File: config.mk
export PLATFORM = sky130hd
export DESIGN_NAME = spike_rate_decoder
export DESIGN_NICKNAME = d
export VERILOG_FILES = /design/src/rtl/snn_pkg.sv /design/src/rtl/spike_counter_bank.sv /design/src/rtl/spike_rate_decoder.sv
export SDC_FILE = /design/constraint.sdc
export NUM_CORES = 1
export LEC_CHECK = 0
export CORE_MARGIN = 5
export CORE_UTILIZATION = 64
export CTS_CLUSTER_SIZE = 24
export DETAILED_ROUTE_END_ITERATION = 6
export PLACE_DENSITY = 0.85
export SYNTH_ARGS = -nofsm -noshare
export SYNTH_HDL_FRONTEND = slang
export SYNTH_SLANG_ARGS = --single-unit
File: constraint.sdc
create_clock -name clk -period 6.84 [get_ports clk]
set_clock_uncertainty 0.2 [all_clocks]
set_input_delay 1.368 -clock clk [delete_from_list [all_inputs] [get_ports clk]]
set_output_delay 1.368 -clock clk [all_outputs]
set_load 0.03 [all_outputs]
File: src/rtl/snn_pkg.sv
// Shared types and helpers for the spiking-network output stage.
package snn_pkg;

    typedef enum logic [1:0] {
        StIdle,
        StCount,
        StScan,
        StHold
    } state_e;

    localparam int unsigned DefaultCntW = 8;

    // Class index width; a single line still needs one bit.
    function automatic int unsigned class_width(input int unsigned n);
        return (n > 1) ? $clog2(n) : 1;
    endfunction

endpackage

File: src/rtl/spike_counter_bank.sv
// Bank of saturating per-line spike counters with synchronous clear and an
// indexed read port for the sequential winner scan.
module spike_counter_bank
    import snn_pkg::*;
#(
    parameter int unsigned N_OUTPUTS = 4,
    parameter int unsigned CNT_W     = DefaultCntW,
    parameter int unsigned CLASS_W   = class_width(N_OUTPUTS)
) (
    input  logic                 clk_i,
    input  logic                 rst_i,
    input  logic                 clr_i,
    input  logic                 en_i,
    input  logic [N_OUTPUTS-1:0] spikes_i,
    input  logic [CLASS_W-1:0]   rd_idx_i,
    output logic [CNT_W-1:0]     rd_cnt_o
);

    localparam logic [CNT_W-1:0] CntMax = '1;

    logic [CNT_W-1:0] cnt_q [N_OUTPUTS];
    logic [CNT_W-1:0] cnt_d [N_OUTPUTS];

    always_comb begin
        for (int i = 0; i < int'(N_OUTPUTS); i++) begin
            cnt_d[i] = cnt_q[i];
            if (clr_i) begin
                cnt_d[i] = '0;
            end else if (en_i && spikes_i[i] && (cnt_q[i] != CntMax)) begin
                cnt_d[i] = cnt_q[i] + 1'b1;
            end
        end
    end

    always_ff @(posedge clk_i) begin
        for (int i = 0; i < int'(N_OUTPUTS); i++) begin
            if (rst_i) begin
                cnt_q[i] <= '0;
            end else begin
                cnt_q[i] <= cnt_d[i];
            end
        end
    end

    // Out-of-range indices (non power-of-two line counts) read as zero.
    always_comb begin
        rd_cnt_o = '0;
        for (int i = 0; i < int'(N_OUTPUTS); i++) begin
            if (rd_idx_i == CLASS_W'(i)) begin
                rd_cnt_o = cnt_q[i];
            end
        end
    end

endmodule

File: src/rtl/spike_rate_decoder.sv
// Counts spikes per output line over a fixed window, scans for the line with
// the most spikes and presents class/count/tie over a valid/ready handshake.
module spike_rate_decoder
    import snn_pkg::*;
#(
    parameter int unsigned N_OUTPUTS = 4,
    parameter int unsigned WINDOW    = 64,
    parameter int unsigned CNT_W     = DefaultCntW,
    localparam int unsigned CLASS_W  = class_width(N_OUTPUTS)
) (
    input  logic                 clk,
    input  logic                 rst,
    input  logic                 start,
    input  logic [N_OUTPUTS-1:0] spikes_in,
    output logic                 busy,
    output logic                 result_valid,
    input  logic                 result_ready,
    output logic [CLASS_W-1:0]   result_class,
    output logic [CNT_W-1:0]     result_count,
    output logic                 result_tie
);

    localparam int unsigned WIN_W = (WINDOW > 1) ? $clog2(WINDOW) : 1;
    localparam logic [WIN_W-1:0]   WinLast = WIN_W'(WINDOW - 1);
    localparam logic [CLASS_W-1:0] IdxLast = CLASS_W'(N_OUTPUTS - 1);

    state_e             state_q, state_d;
    logic [WIN_W-1:0]   win_q, win_d;
    logic [CLASS_W-1:0] idx_q, idx_d;
    logic [CNT_W-1:0]   max_q, max_d;
    logic [CLASS_W-1:0] cls_q, cls_d;
    logic               tie_q, tie_d;
    logic [CLASS_W-1:0] res_cls_q, res_cls_d;
    logic [CNT_W-1:0]   res_cnt_q, res_cnt_d;
    logic               res_tie_q, res_tie_d;

    logic               cnt_clr;
    logic               cnt_en;
    logic [CNT_W-1:0]   rd_cnt;
    logic [CNT_W-1:0]   cand_max;
    logic [CLASS_W-1:0] cand_cls;
    logic               cand_tie;

    spike_counter_bank #(
        .N_OUTPUTS (N_OUTPUTS),
        .CNT_W     (CNT_W),
        .CLASS_W   (CLASS_W)
    ) u_bank (
        .clk_i    (clk),
        .rst_i    (rst),
        .clr_i    (cnt_clr),
        .en_i     (cnt_en),
        .spikes_i (spikes_in),
        .rd_idx_i (idx_q),
        .rd_cnt_o (rd_cnt)
    );

    // Running-max update for the line currently addressed by the scan.
    always_comb begin
        cand_max = max_q;
        cand_cls = cls_q;
        cand_tie = tie_q;
        if (idx_q == '0) begin
            cand_max = rd_cnt;
            cand_cls = '0;
            cand_tie = 1'b0;
        end else if (rd_cnt > max_q) begin
            cand_max = rd_cnt;
            cand_cls = idx_q;
            cand_tie = 1'b0;
        end else if (rd_cnt == max_q) begin
            cand_tie = 1'b1;
        end
    end

    always_comb begin
        state_d   = state_q;
        win_d     = win_q;
        idx_d     = idx_q;
        max_d     = max_q;
        cls_d     = cls_q;
        tie_d     = tie_q;
        res_cls_d = res_cls_q;
        res_cnt_d = res_cnt_q;
        res_tie_d = res_tie_q;
        cnt_clr   = 1'b0;
        cnt_en    = 1'b0;

        unique case (state_q)
            StIdle: begin
                if (start) begin
                    state_d = StCount;
                    win_d   = '0;
                    cnt_clr = 1'b1;
                end
            end
            StCount: begin
                cnt_en = 1'b1;
                if (win_q == WinLast) begin
                    state_d = StScan;
                    idx_d   = '0;
                end else begin
                    win_d = win_q + 1'b1;
                end
            end
            StScan: begin
                max_d = cand_max;
                cls_d = cand_cls;
                tie_d = cand_tie;
                if (idx_q == IdxLast) begin
                    state_d   = StHold;
                    res_cls_d = cand_cls;
                    res_cnt_d = cand_max;
                    res_tie_d = cand_tie;
                end else begin
                    idx_d = idx_q + 1'b1;
                end
            end
            StHold: begin
                // A start only counts when it coincides with the handshake.
                if (result_ready) begin
                    if (start) begin
                        state_d = StCount;
                        win_d   = '0;
                        cnt_clr = 1'b1;
                    end else begin
                        state_d = StIdle;
                    end
                end
            end
            default: begin
                state_d = StIdle;
            end
        endcase
    end

    always_ff @(posedge clk) begin
        if (rst) begin
            state_q   <= StIdle;
            win_q     <= '0;
            idx_q     <= '0;
            max_q     <= '0;
            cls_q     <= '0;
            tie_q     <= 1'b0;
            res_cls_q <= '0;
            res_cnt_q <= '0;
            res_tie_q <= 1'b0;
        end else begin
            state_q   <= state_d;
            win_q     <= win_d;
            idx_q     <= idx_d;
            max_q     <= max_d;
            cls_q     <= cls_d;
            tie_q     <= tie_d;
            res_cls_q <= res_cls_d;
            res_cnt_q <= res_cnt_d;
            res_tie_q <= res_tie_d;
        end
    end

    assign busy         = (state_q == StCount) || (state_q == StScan);
    assign result_valid = (state_q == StHold);
    assign result_class = res_cls_q;
    assign result_count = res_cnt_q;
    assign result_tie   = res_tie_q;

endmodule

==> run_results.csv <==
group,metric,value,unit
synth,synth.ff_latch_count,64,
layout,final_common_cell,"dfxtp_1",
clocking,clock_path_buffers,2,
run,cap_violations,0,
power,p_int,773,uW
layout,antennaDiodeCount,0,
power,cellLeakagePower,1.40,nW
clocking,root_buffer,"clkbuf_8",
synth,avgSynthCellArea,8.30,sq um
timing,hold_viol_final,0,
placed_design,dpl.hpwl,5520,microns
timing,finalSetupViolations,0,
global_routing,grt_remaining_overflow,0,
synth,synth_edf_count,0,
timing,drv_slew,0,
clocking,insertion_delay,0.35,ns
clocking,path_clk_slew,0.07,ns
synth,syn_inst,422,
synth,post_synth_instance_area,3500,sq um
route,wl,7780,microns
synth,ys_types,48,
layout,stdcell_area,3930,sq um
floorplan,pin_count,21,
route,wl_per_cell,15.2,microns
floorplan,die-area,7050,sq um
floorplan,start_util,64.8,%
global_routing,grt_usage,23.5,%
layout,most-common-layout-cells,"dfxtp_1 (64), nor2_1 (47), inv_1 (36)",
layout,fin_nets,467,
floorplan,fp.dieW,84.0,microns
critical_path,critPathRequiredTime,6.89,ns
power,irDropWorstVdd,0.000220,V
timing,period_share,56.2,%
timing,fmax,0.260,GHz
synth,yosysWarnings,0,
synth,async_flop_share,0,%
clocking,cts-buffers-inserted,9,
global_routing,antenna_found_initial,0,
power,pwr-share-clk,27.2,%
floorplan,die_h,84.0,microns
placed_design,numPortBuffers,20,
route,firstDrtPassIters,4,
clocking,cts_max_level,3,
clocking,cts_tree,"built",
placed_design,place_area,3730,sq um
layout,final_layout_size_suffix_gt1_share,7.71,%
layout,area_growth,12.3,%
route,drt_iter0_markers,221,
clocking,cts_setup_buffers,0,
placed_design,gp_congestion,0.859,
floorplan,row_count,27,
critical_path,cp.arrival,3.90,ns
layout,postLayoutCoreUtil,72.8,%
power,power_density,315,nW/um^2
clocking,cts_resized,0,
layout,fillerInstances,430,
route,drcViolationCount,0,
route,vias,3067,
clocking,clock_sinks,64,
timing,tightestPinTransition,0.806,ns
critical_path,end_kind,"flip-flop",
route,ant_nets,0,
synth,syn-num-nets,452,
global_routing,grt_max_degree,33,
power,swShare,37.7,%
floorplan,core,5410,sq um
synth,synth-main-ff-cell,"dfxtp_1",
synth,yosysSeqAreaShare,36.6,%
clocking,cts_hold_buf,0,
global_routing,grt_pass1_vias,3021,
route,viasPerCell,5.98,
worst_hold_path,hold_class,"flip-flop to flip-flop",
global_routing,grt_pass1_wl,13500,microns
timing,fin_crit,3.85,ns
critical_path,worstPathMaxFanout,19,
critical_path,start_kind,"flip-flop",
timing,maxSlewHeadroom,46.1,%
power,combPwrFrac,37.1,%
power,fin_total_pwr,1.24,mW
power,power_frac_seq,35.6,%
timing,finalSetupTns,0,ns
power,p_sw,467,uW
critical_path,crit_type,"flip-flop to flip-flop",
run_status,outcome,"finished clean",
timing,rsz0062_at_grt,"false",
==> per-stage QoR <==
step	worst slack [ns]	cells	hold WS, ns
2_1_floorplan	3.58	422	0.254
3_3_place_gp	3.07	498	0.241
3_5_place_dp	2.99	498	0.251
4_1_cts	3.06	513	0.260
5_1_grt	2.61	513	0.281
6_report	2.99	513	0.263
==> area by class of cell <==
class | count | area (sq um) | area share, %
inverters | 36 | 135 | 3.44
clock buffers | 12 | 165 | 4.20
clock inverters | 3 | 40.0 | 1.02
flip-flops and latches | 64 | 1280 | 32.6
well taps | 72 | 90.1 | 2.29
repair buffers | 21 | 208 | 5.28
multi-input cells | 305 | 2010 | 51.2
==> sequential cells by signal, indices dropped and copies added, names as in the netlist <==
signal / flops
u_bank.cnt_q: 32
win_q: 6
result_class: 2
cls_q: 2
tie_q: 1
state_q: 2
max_q: 8
result_tie: 1
idx_q: 2
result_count: 8
==> cell families (layout without fill, tap and decap cells) <==
family / after synthesis / after routing / share of synthesized area [%]
flip-flops: 64 / 64 / 36.6
AO/OA/AOI/OAI: 95 / 95 / 18.2
XOR/XNOR: 23 / 23 / 5.75
AND/OR/NAND/NOR: 157 / 157 / 23.3
adder cells (fa/ha/maj): 22 / 22 / 7.86
multiplexers: 8 / 8 / 2.29
buffers and inverters: 53 / 72 / 6.00
==> cells in the mapped netlist, types with 8 or more instances <==
| cell type | number | share of area [%] |
|---|---|---|
| a211oi_1 | 8 | 1.7 |
| a21oi_1 | 31 | 4.4 |
| a22oi_1 | 8 | 1.7 |
| and4_2 | 8 | 2.3 |
| clkbuf_1 | 13 | 1.4 |
| dfxtp_1 | 64 | 37 |
| ha_1 | 22 | 7.9 |
| inv_1 | 36 | 3.9 |
| mux2i_1 | 8 | 2.3 |
| nand2_1 | 31 | 3.3 |
| nand3_1 | 18 | 2.6 |
| nand4_1 | 10 | 1.8 |
| nor2_1 | 47 | 5.0 |
| nor4_1 | 8 | 1.4 |
| o21ai_0 | 19 | 2.7 |
| or3_1 | 8 | 1.4 |
| xnor2_1 | 14 | 3.5 |
| xor2_1 | 9 | 2.3 |
==> metal layers <==
layer  share of wire, %  GRT usage, %
met5                  0             0
met4                1.2          7.46
met3                4.4          6.61
met2                 51          41.4
met1                 44          27.3
==> critical path, cell delays in order (launching register included) <==
cell      delay (ns)
dfxtp_1         0.43
inv_1           0.11
ha_1            0.39
a21oi_1         0.18
o21ai_0         0.13
a22oi_1         0.37
inv_1           0.11
ha_1            0.31
and4_2          0.26
nand4_1         0.20
o22ai_1         0.16
nor3_4          0.59
nor2_1          0.10
a211oi_1        0.22
==> power groups by stage <==
stage               clock, mW  sequential [mW]  combinational, mW
floorplan                   0            0.440              0.357
global placement            0            0.448              0.437
detailed placement          0            0.449              0.451
CTS                     0.346            0.441              0.454
global route            0.360            0.446              0.511
finish                  0.338            0.442              0.461
==> worst paths after layout <==
kind,end,startpoint,slack (ns),cells after the start
max,max_q[6],idx_q[0],2.99,13
min,result_tie,result_tie,0.26,2
max reg2reg,max_q[6],idx_q[0],2.99,13
min reg2reg,result_tie,result_tie,0.26,2
(Power assumes the default switching activity.)
